`config.mk`:
```
export PLATFORM = sky130hd
export DESIGN_NAME = fifo_wr_arb
export DESIGN_NICKNAME = d
export VERILOG_FILES = /design/src/rtl/fifo_wr_arb.sv
export SDC_FILE = /design/constraint.sdc
export NUM_CORES = 1
export LEC_CHECK = 0
export CAP_MARGIN = 30
export CORE_MARGIN = 4
export CORE_UTILIZATION = 36
export DETAILED_ROUTE_END_ITERATION = 6
export PLACE_DENSITY_LB_ADDON = 0.15
export SYNTH_ARGS = -nofsm -noshare
export SYNTH_HDL_FRONTEND = slang
export SYNTH_SLANG_ARGS = --single-unit
```
`constraint.sdc`:
```
create_clock -name wclk -period 4.22 [get_ports wclk]
set_input_delay 0.844 -clock wclk [delete_from_list [all_inputs] [get_ports wclk]]
set_output_delay 0.844 -clock wclk [all_outputs]
set_load 0.01 [all_outputs]
```
`src/rtl/fifo_wr_arb.sv`:
```
// Write side of an async FIFO with an N-way round-robin write arbiter.
// Define FIFO_WR_ARB_BURST_EN to let a winner keep priority for up to BURST consecutive writes.
module fifo_wr_arb #(
    parameter int unsigned WIDTH = 8,
    parameter int unsigned ADDR  = 3,
    parameter int unsigned NREQ  = 4,
    parameter int unsigned BURST = 4
) (
    input  logic                   wclk,
    input  logic                   wrst_n,
    input  logic [NREQ-1:0]        req,
    input  logic [NREQ*WIDTH-1:0]  req_data,
    input  logic [ADDR:0]          wq2_rptr,
    output logic [NREQ-1:0]        gnt,
    output logic                   wclken,
    output logic [WIDTH-1:0]       wdata,
    output logic [ADDR-1:0]        waddr,
    output logic [ADDR:0]          wptr,
    output logic                   wfull,
    output logic                   wovf
);

    localparam int unsigned PW = $clog2(NREQ);

    if (NREQ < 2 || NREQ > 8 || BURST < 1 || ADDR < 2) begin : g_bad_params
        $error("fifo_wr_arb: unsupported parameter combination");
    end

    logic [ADDR:0]   wbin;
    logic [ADDR:0]   wbin_next;
    logic [ADDR:0]   wgray_next;
    logic [ADDR:0]   rptr_full;
    logic [PW-1:0]   rr_ptr;
    logic [PW-1:0]   winner;
    logic            found;

    // (base + off) mod NREQ, valid for off < NREQ
    function automatic logic [PW-1:0] rr_add(input logic [PW-1:0] base, input int unsigned off);
        int unsigned s;
        s = 32'(base) + off;
        if (s >= NREQ) s = s - NREQ;
        return PW'(s);
    endfunction

    // Closest asserted request at or above rr_ptr; iterating downward lets the nearest win
    always_comb begin : arb_search
        winner = '0;
        found  = 1'b0;
        for (int i = int'(NREQ) - 1; i >= 0; i--) begin
            if (req[rr_add(rr_ptr, 32'(i))]) begin
                winner = rr_add(rr_ptr, 32'(i));
                found  = 1'b1;
            end
        end
    end

    always_comb begin : grant_out
        gnt = '0;
        if (found && !wfull) gnt[winner] = 1'b1;
    end

    assign wclken = |gnt;

    always_comb begin : data_mux
        wdata = '0;
        for (int i = 0; i < int'(NREQ); i++) begin
            if (gnt[i]) wdata = req_data[i*int'(WIDTH) +: WIDTH];
        end
    end

    assign waddr      = wbin[ADDR-1:0];
    assign wbin_next  = wbin + (ADDR+1)'(wclken);
    assign wgray_next = (wbin_next >> 1) ^ wbin_next;
    // Full when the next write pointer is one lap ahead of the read pointer
    assign rptr_full  = {~wq2_rptr[ADDR:ADDR-1], wq2_rptr[ADDR-2:0]};

    always_ff @(posedge wclk or negedge wrst_n) begin : ptr_regs
        if (!wrst_n) begin
            wbin  <= '0;
            wptr  <= '0;
            wfull <= 1'b0;
            wovf  <= 1'b0;
        end else begin
            wbin  <= wbin_next;
            wptr  <= wgray_next;
            wfull <= (wgray_next == rptr_full);
            if (wfull && |req) wovf <= 1'b1;
        end
    end

`ifdef FIFO_WR_ARB_BURST_EN
    localparam int unsigned BW = $clog2(BURST + 1);

    logic [BW-1:0] bcnt;
    logic [BW-1:0] bcnt_inc;

    // rr_ptr parks on the bursting requester, so winner==rr_ptr means it wrote again
    always_comb begin : burst_count
        bcnt_inc = BW'(1);
        if (bcnt != '0 && winner == rr_ptr) bcnt_inc = bcnt + BW'(1);
    end

    always_ff @(posedge wclk or negedge wrst_n) begin : rr_regs
        if (!wrst_n) begin
            rr_ptr <= '0;
            bcnt   <= '0;
        end else if (wclken) begin
            if (bcnt_inc == BW'(BURST)) begin
                rr_ptr <= rr_add(winner, 32'd1);
                bcnt   <= '0;
            end else begin
                rr_ptr <= winner;
                bcnt   <= bcnt_inc;
            end
        end else if (bcnt != '0) begin
            rr_ptr <= rr_add(rr_ptr, 32'd1);
            bcnt   <= '0;
        end
    end
`else
    always_ff @(posedge wclk or negedge wrst_n) begin : rr_regs
        if (!wrst_n) begin
            rr_ptr <= '0;
        end else if (wclken) begin
            rr_ptr <= rr_add(winner, 32'd1);
        end
    end
`endif

endmodule

```
**Word level (Yosys, flattened, before mapping)**

Index checks and enable logic that the tools add are counted.

- Register bits after elaboration: 12
- Bits in latches: 0
- Memory bits (writable): 0
- ROM bits: 0
- Input bits: 42
- Output and inout port bits: 22
- Memories: 0

- Add/sub/neg operators: 10
- Multipliers: 0
- Divide/modulo/power cells: 0
- Magnitude comparators: 11
- Eq/ne operators: 1
- Shifts and indexed selects: 0
- Muxes and demuxes: 28
- Bitwise logic cells: 2
- Reductions and logical operators: 6

Operator list:

| operator | number |
|---|---|
| $mux W8 | 4 |
| $mux W2 | 9 |
| $lt A2 B3 Y1 const B | 5 |
| $ge A3 B3 Y1 const B | 4 |
| $sub A2 B1 Y2 const B | 5 |
| $mux W1 | 9 |
| $bmux W1 S2 | 4 |
| $reduce_or A4 Y1 | 2 |
| $add A2 B1 Y3 const B | 2 |
| $add A2 B2 Y3 const B | 2 |
| $add A4 B1 Y4 | 1 |
| $eq A4 B4 Y1 | 1 |
| $mux W4 | 1 |
| $xor A3 B4 Y4 | 1 |
| $ge A2 B3 Y1 const B | 1 |
| $logic_and A1 B1 Y1 | 3 |
| $demux W1 S2 | 1 |
| $ge A2 B1 Y1 const B | 1 |
| $not A2 Y2 | 1 |
| $logic_not A1 Y1 | 1 |

**Logic depth before layout (Yosys ltp)**

Gate-level depths: netlist of run 1.

- Depth in word-level cells: 18
- Depth in mapped cells: 12
- Depth with buffers taken out: 11

**Worst setup path before layout of run 1**

Ideal clock, no wire load.

- Path kind: in2reg
- Start: in req[3]
- End: reg wfull
- Arrival time: 3.619 ns
- Required time: 4.133 ns
- Slack: 0.514 ns
- Stages: 12
- Buffers on the path: 1
- Path through: nand2b_1 > a211o_1 > o21ai_0 > ha_1 > buf_2 > nor4_1 > nor3_1 > ha_1 > ha_1 > xor3_1 > or3_1 > a211oi_2

- Word-level cells in the longest chain between the ends: 15
- Elaborated cells between the ends (all ways): 27

Ends and longest elaborated chain:

| what | RTL line | RTL |
|---|---|---|
| start, declared | 11 | `input logic [NREQ-1:0] req,` |
| $bmux W1 S2 | 50 | `if (req[rr_add(rr_ptr, 32'(i))]) begin` |
| $mux W1 (implied by the code) | 50 |  |
| $mux W2 (4 in a row) | 50 |  |
| $lt A2 B3 Y1 (implied by the code) / $ge A2 B1 Y1 (equally long branches) | 59 | `if (found && !wfull) gnt[winner] = 1'b1;` |
| $logic_and A1 B1 Y1 (implied by the code) | 59 |  |
| $mux W1 (implied by the code) | 59 |  |
| $demux W1 S2 | 59 |  |
| $mux W4 * | 59 |  |
| $reduce_or A4 Y1 * | 62 | `assign wclken = \|gnt;` |
| named net wclken | 15 | `output logic wclken,` |
| $add A4 B1 Y4 * | 72 | `assign wbin_next = wbin + (ADDR+1)'(wclken);` |
| $xor A3 B4 Y4 * | 73 | `assign wgray_next = (wbin_next >> 1) ^ wbin_next;` |
| $eq A4 B4 Y1 * | 86 | `wfull <= (wgray_next == rptr_full);` |
| end signal, assigned | 86 |  |
| end, declared | 19 | `output logic wfull,` |

Mark *: on every way through the listed nets, which the timed path passes. The rest lies on a longest branch. The select of a mux whose other input is x is not followed.
A chain may end at the register's enable or synchronous reset.

**Worst setup path after layout of run 1**

- Start: in req[1]
- End: out wclken

- Word-level cells in the longest chain between the ends: 12
- Elaborated cells between the ends (all ways): 24

Ends and longest elaborated chain:

| what | RTL line |
|---|---|
| $bmux W1 S2 | 50 |
| $mux W1 (implied by the code) | 50 |
| $mux W2 (4 in a row) | 50 |
| $lt A2 B3 Y1 (implied by the code) / $ge A2 B1 Y1 (equally long branches) | 59 |
| $logic_and A1 B1 Y1 (implied by the code) | 59 |
| $mux W1 (implied by the code) | 59 |
| $demux W1 S2 | 59 |
| $mux W4 * | 59 |
| $reduce_or A4 Y1 * | 62 |
| end, declared | 15 |

Every way passes the cells marked *; elsewhere a longest branch is shown, timed or not. The select of a mux whose other input is x is not followed.

==> out/qor.txt, run 1 <==
DR iter-0 viols: 32
R2r setup slk: 0.88 ns
Via count: 1,171
Required @ worst endpoint: 3.38 ns
YS warnings: 0
Commonest non-fill, non-tap cells in the layout: 55 x clkdlybuf4s50_1, 23 x buf_4, 16 x a21oi_1, 11 x dfrtp_1, 10 x inv_1
Hold Violations, Final: 0
Max incr delay on CP: 0.51 ns
Final antenna-violating net count: 0
WL final: 3.23 mm
CP endpoint: wclken
Antenna cells: 0
Post-Synthesis Cells: 114
I/O Pins: 64
Initial Utilization: 39.1%
Synthesis-stage register bit count: 11
Post-DR wirelength/cell: 14.2 um
Layout area overhead: 84.1%
RePlAce Congestion: 0.787
Pwr/cell area: 670 mW/mm^2
Vias in the first global route: 1,111
H-tree Lvls: 1
GRT overflow: 0
Peak VDD IR: 0.000751 V
Crit Reg-Reg Endpoint: wfull$_DFF_PN0_
Detailed placement HPWL: 2.64 mm
Crit path from: req[1]
Port buffer count: 63
RSZ-0062 raised after global routing: false
Mapped Area: 0.00101 sq mm
Critical path buffers and inverters: 4
Crit path kind: in2out
Synth cell types: 34
CTS Buffer Depth: 2
Placed Area: 0.00179 sq mm
NetSw: 489 uW
Final net count: 246
Hold Path Class: reg2reg
Reg-to-reg startpoint: rr_ptr[1]$_DFFE_PN0N_
Net Sw Frac: 39.1%
Gr usage total: 17.9%
Critical path arrival: 3.20 ns
Vias per cell: 5.16
Overall Power: 1.25 mW
DRC: 0
Fin Clk Skew: 0.00679 ns
Critical path cell sequence: clkdlybuf4s50_1, nor3b_1, a211o_1, o21ai_0, buf_4, ha_1, buf_4, nor4_4, nor3_2, clkdlybuf4s50_1
Delay-heaviest family, CP: buffers and inverters
Status: completed
Worst-Skew Late Latency: 0.27 ns
First-pass GRT wire length: 5.06 mm
Seq/Total Area, Yosys: 27.2%
Hold_ws: 0.482 ns
Fraction of layout cells with a size suffix above 1: 17.3%
FMAX: 0.247 GHz
Reg power frac: 16.1%
Lkg Pwr: 0.840 nW
Pin count of the biggest net entering global routing: 17
Critical path startpoint category: input port
Final Cell Area: 0.00187 sq mm
CTS tree: built
Slew @ Worst Pin: 0.547 ns
Core ar.: 0.00259 sq mm
Post-route minimum period: 4.04 ns
Critical path's slowest cell: clkdlybuf4s50_1
Total CTS buffers: 3
Die height: 61.1 um
Critical Path Sink Type: output port
Reg2Reg Depth: 13
Pint: 761 uW
Period utilisation layout: 95.8%
Cell depth of the worst setup path: 10
Final Setup Violations: 0
Clock root cell: clkbuf_4
Gate power share: 78.0%
Max Slew Vio Count: 0
Reg clk slew, reported paths: 0.08 ns
Clock share of power: 5.9%
Crit Path Max Fanout: 7
Clk sink count: 11
DIE WIDTH: 61.1 um
MaxCap Viol Count: 0
FP Rows: 18
Drt pass-1 iters: 4
Slew Limit Headroom: 63.2%
Most common cell after layout, fill and taps aside: clkdlybuf4s50_1
Syn_nets: 162
Initial antenna violation count: 0
Syn_area_per_cell: 8.89 sq um
Die ar.: 0.00373 sq mm
## cells by family (layout without fill, tap and decap cells)
group	count (synthesis)	after routing	share of synthesized area (%)
xor+xnor	10	10	13.1
compound gates	34	34	23.7
mux	2	2	2.10
simple gates	34	34	19.6
fa+ha+maj	6	6	7.41
buf+inv	17	100	6.91
flops	11	11	27.2
## registers in the layout (all words and copies together) (netlist names)
signal and flops:
wbin 4, wptr 3, rr_ptr 2, wfull 1
wovf 1
## metal layers
| metal | up-vias | share of wire [%] | global-route usage (%) |
|---|---|---|---|
| li1 | 577 | - | - |
| met1 | 544 | 40 | 23.4 |
| met2 | 48 | 48 | 29.2 |
| met3 | 2 | 11 | 6.29 |
| met4 | 0 | 0.49 | 2.48 |
| met5 | - | 0 | 0 |
## worst min path at each step
stage                           from  slack, ns          endpoint  cells after the start
detailed placement  wovf$_DFFE_PN0P_       0.46  wovf$_DFFE_PN0P_                      1
floorplan           wovf$_DFFE_PN0P_       0.51  wovf$_DFFE_PN0P_                      1
global placement    wovf$_DFFE_PN0P_       0.46  wovf$_DFFE_PN0P_                      1
finish              wovf$_DFFE_PN0P_       0.48  wovf$_DFFE_PN0P_                      1
global route        wovf$_DFFE_PN0P_       0.51  wovf$_DFFE_PN0P_                      1
CTS                 wovf$_DFFE_PN0P_       0.48  wovf$_DFFE_PN0P_                      1
## cell usage after synthesis, drive strengths merged
cell type	n	area share (%)
and2	5	3.1
nor3	1	0.49
ha	6	7.4
nor2	2	0.74
a21boi	1	0.74
or3	1	0.62
or2	1	0.62
nor3b	1	0.74
a221o	8	7.9
nor4	2	1.9
nand3b	8	5.9
a32oi	1	0.86
buf	5	2.5
o21bai	1	0.74
a211o	1	0.86
a21oi	16	7.9
nand2b	2	1.2
dfrtp	11	27
a21o	1	0.74
a31oi	1	0.62
mux2	1	1.1
a211oi	1	1.2
o31a	1	0.86
clkbuf	2	0.74
xnor2	3	2.6
nand3	2	0.99
mux2i	1	0.99
xor2	4	3.5
inv	10	3.7
xor3	3	7.0
o21a	1	0.74
nand2	9	3.3
o21ai	1	0.49
## area by class of cell
class	count	area, sq um
clock buffers	3	22.5
clock inverters	1	5.00
fillers	196	724
inverters	10	37.5
multi-input cells	86	691
flip-flops and latches	11	275
well taps	30	37.5
repair buffers	86	797
## through the flow
step | cells | setup WS (ns) | utilization, % | setup TNS (ns)
finish | 227 | 0.179 | 72.0 | 0
floorplan | 114 | 0.514 | - | 0
global route | 227 | 0.0294 | 72.0 | 0
global placement | 219 | -0.0618 | 69.2 | -0.392
CTS | 223 | 0.00226 | 70.0 | 0
detailed placement | 219 | -0.153 | 69.2 | -1.17
## power groups by stage
stage | sequential, mW | combinational (mW) | clock (mW)
after floorplan | 0.214 | 0.516 | 0
after global placement | 0.200 | 0.944 | 0
after detailed placement | 0.203 | 0.969 | 0
after CTS | 0.201 | 0.945 | 0.0758
after global routing | 0.209 | 1.06 | 0.0795
final | 0.201 | 0.975 | 0.0735
## what timing repair did
| item | in CTS | in global routing |
|---|---|---|
| pin swaps | 1 | 1 |
| resized for setup | 8 | 4 |
| setup endpoints to repair | 9 | 3 |
| setup buffers | 0 | 4 |
| hold buffers | 0 | 0 |
(Power assumes the default switching activity.)
==> run 2, diff against run 1 <==
--- a/config.mk
+++ b/config.mk
@@ -5,11 +5,13 @@
 export SDC_FILE = /design/constraint.sdc
 export NUM_CORES = 1
 export LEC_CHECK = 0
+export ABC_AREA = 1
 export CAP_MARGIN = 30
 export CORE_MARGIN = 4
-export CORE_UTILIZATION = 36
+export CORE_UTILIZATION = 40
 export DETAILED_ROUTE_END_ITERATION = 6
 export PLACE_DENSITY_LB_ADDON = 0.15
 export SYNTH_ARGS = -nofsm -noshare
 export SYNTH_HDL_FRONTEND = slang
 export SYNTH_SLANG_ARGS = --single-unit
+export TNS_END_PERCENT = 50
==> out/qor.txt, run 2 <==
First-pass GRT wire length: 5.62 mm
CTS tree: built
Slew Limit Headroom: 67.6%
Required @ worst endpoint: 3.38 ns
Critical path arrival: 3.14 ns
Hold Path Class: reg2reg
Max Slew Vio Count: 0
Slew @ Worst Pin: 0.484 ns
FMAX: 0.251 GHz
Hold Violations, Final: 0
Top reg by flops: wbin
Post-Synth XOR/XNOR Area: 5.39%
Period utilisation layout: 94.4%
Post-synth EDFFs: 0
Via count: 1,419
GRT overflow: 0
Post-route minimum period: 3.98 ns
Fraction of layout cells with a size suffix above 1: 11.9%
Status: completed
Commonest non-fill, non-tap cells in the layout: 77 x nand2_1, 55 x clkdlybuf4s50_1, 31 x inv_1, 15 x nand3_1, 12 x nor2_1
Top-count cell post-synth: nand2_1
Clock root cell: clkbuf_4
Leading area contributor after synthesis: nand2_1
Detailed placement HPWL: 2.73 mm
Adder-cell share of the synthesized area: 6.10%
Ys flop type: dfrtp_1
Largest registers: wbin (4), wptr (3), rr_ptr (2)
Async S/R FF share, synth: 100%
Total CTS buffers: 3
Final Setup Violations: 0
Crit Path Max Fanout: 3
Crit path kind: in2out
Commonest cells post-synth: 78 x nand2_1, 31 x inv_1, 15 x nand3_1
Largest family of logic cells by synthesized area: simple AND/OR/NAND/NOR gates
I/O Pins: 64
DR iter-0 viols: 109
Clk sink count: 11
Core ar.: 0.00285 sq mm
DRC: 0
Post-DR wirelength/cell: 11.2 um
RSZ-0062 raised after global routing: false
Final antenna-violating net count: 0
Synth cell types: 25
Syn_nets: 248
Mapped Area: 0.00123 sq mm
Simple-gate portion of the synthesized area: 44.8%
WL final: 3.36 mm
Drt pass-1 iters: 4
Synthesis-stage register bit count: 11
Fin Clk Skew: 0.00608 ns
Syn_area_per_cell: 6.15 sq um
Initial Utilization: 43.1%
RePlAce Congestion: 0.816
CTS Buffer Depth: 2
DIE WIDTH: 63.5 um
Worst-Skew Late Latency: 0.26 ns
Die height: 63.5 um
Critical Path Sink Type: output port
Most common cell after layout, fill and taps aside: nand2_1
Initial antenna violation count: 0
Max reg flops: 4
Vias per cell: 4.73
MaxCap Viol Count: 0
FP Rows: 19
Post-Synthesis Cells: 200
Reg clk slew, reported paths: 0.07 ns
Setup TNS Final: 0 ns
Synth Area in Compound Gates: 7.22%
Seq/Total Area, Yosys: 22.4%
H-tree Lvls: 1
Vias in the first global route: 1,318
Top cells by area, synth: nand2_1 24%, dfrtp_1 22%, inv_1 9.5%
YS warnings: 0
Layout area overhead: 60.7%
Critical path startpoint category: input port
Final net count: 318
Synth top area share: 23.8%
Antenna cells: 0
Port buffer count: 63
Gr usage total: 16.8%
Die ar.: 0.00403 sq mm
Pin count of the biggest net entering global routing: 20
Mux contribution to synthesized area: 0%
==> run 2: path summary, 6_finish.rpt <==
path	cells past startpoint	startpoint	endpoint	slack [ns]
max in group asynchronous	1	wrst_n	rr_ptr[1]$_DFFE_PN0N_	2.98
min	1	wovf$_DFFE_PN0P_	wovf$_DFFE_PN0P_	0.46
max reg2reg	22	rr_ptr[0]$_DFFE_PN0N_	wfull$_DFF_PN0_	0.85
min reg2reg	1	wovf$_DFFE_PN0P_	wovf$_DFFE_PN0P_	0.46
min in group asynchronous	1	wrst_n	wbin[3]$_DFF_PN0_	0.91
max	14	req[3]	wclken	0.24
==> run 2: repair_timing <==
item                                    4_1_cts  5_1_grt
gates resized for setup                       0       14
endpoints found under the setup margin        0       10
hold buffers                                  0        0
buffers inserted                              0        1
==> run 2: metal layers <==
metal | part of all wire (%) | GRT usage (%) | vias to the layer above
met3 | 9.4 | 3.37 | 6
met5 | 0 | 0 | -
met2 | 47 | 30.0 | 54
met1 | 43 | 20.8 | 604
li1 | - | - | 755
met4 | 0.83 | 3.23 | 0
==> run 2: metrics by stage <==
step	setup slack (ns)	utilization, %	hold slack [ns]	instances	area, sq um
6_report	0.237	69.3	0.457	300	1980
5_1_grt	0.0141	69.3	0.484	300	1980
4_1_cts	0.0135	67.8	0.463	298	1930
3_5_place_dp	0.0114	66.8	0.447	294	1910
3_3_place_gp	0.0805	66.8	0.443	294	1910
2_1_floorplan	0.993	-	0.493	200	1230
==> run 2: cell families after synthesis <==
group                    count (synthesis)
flip-flops                              11
AND/OR/NAND/NOR                        120
buffers and inverters                   42
adder cells (fa/ha/maj)                  6
AO/OA/AOI/OAI                           16
XOR/XNOR                                 5
==> run 2: worst max-delay path, stage by stage <==
cell and delay [ns]:
clkdlybuf4s50_1 0.49, inv_2 0.06, nand2_1 0.07, nand2_1 0.10, o21ai_1 0.14, inv_1 0.07, nand2_1 0.06, nand2_1 0.07
nand2_2 0.10, inv_1 0.06, ha_1 0.19, o211ai_1 0.27, nand3_2 0.11, clkdlybuf4s50_1 0.51
==> run 2: final cells by class <==
class | instances | area, sq um
multi-input combinational | 148 | 795
inverter | 39 | 149
clock buffer | 4 | 26.3
fill | 265 | 876
timing repair buffer | 67 | 693
tap | 31 | 38.8
sequential | 11 | 275
Power of run 2 is left out: the tool's default activity adds up to more than one toggle a clock period on the data nets, which glitch-free logic cannot reach.
==> run 3, diff against run 2 <==
--- a/config.mk
+++ b/config.mk
@@ -6,7 +6,7 @@
 export NUM_CORES = 1
 export LEC_CHECK = 0
 export ABC_AREA = 1
-export CAP_MARGIN = 30
+export CAP_MARGIN = 20
 export CORE_MARGIN = 4
 export CORE_UTILIZATION = 40
 export DETAILED_ROUTE_END_ITERATION = 6
==> results of run 3 <==
The final DEF is identical to that of run 2; final timing and power are the same.
Power of run 3 is left out for the same reason.
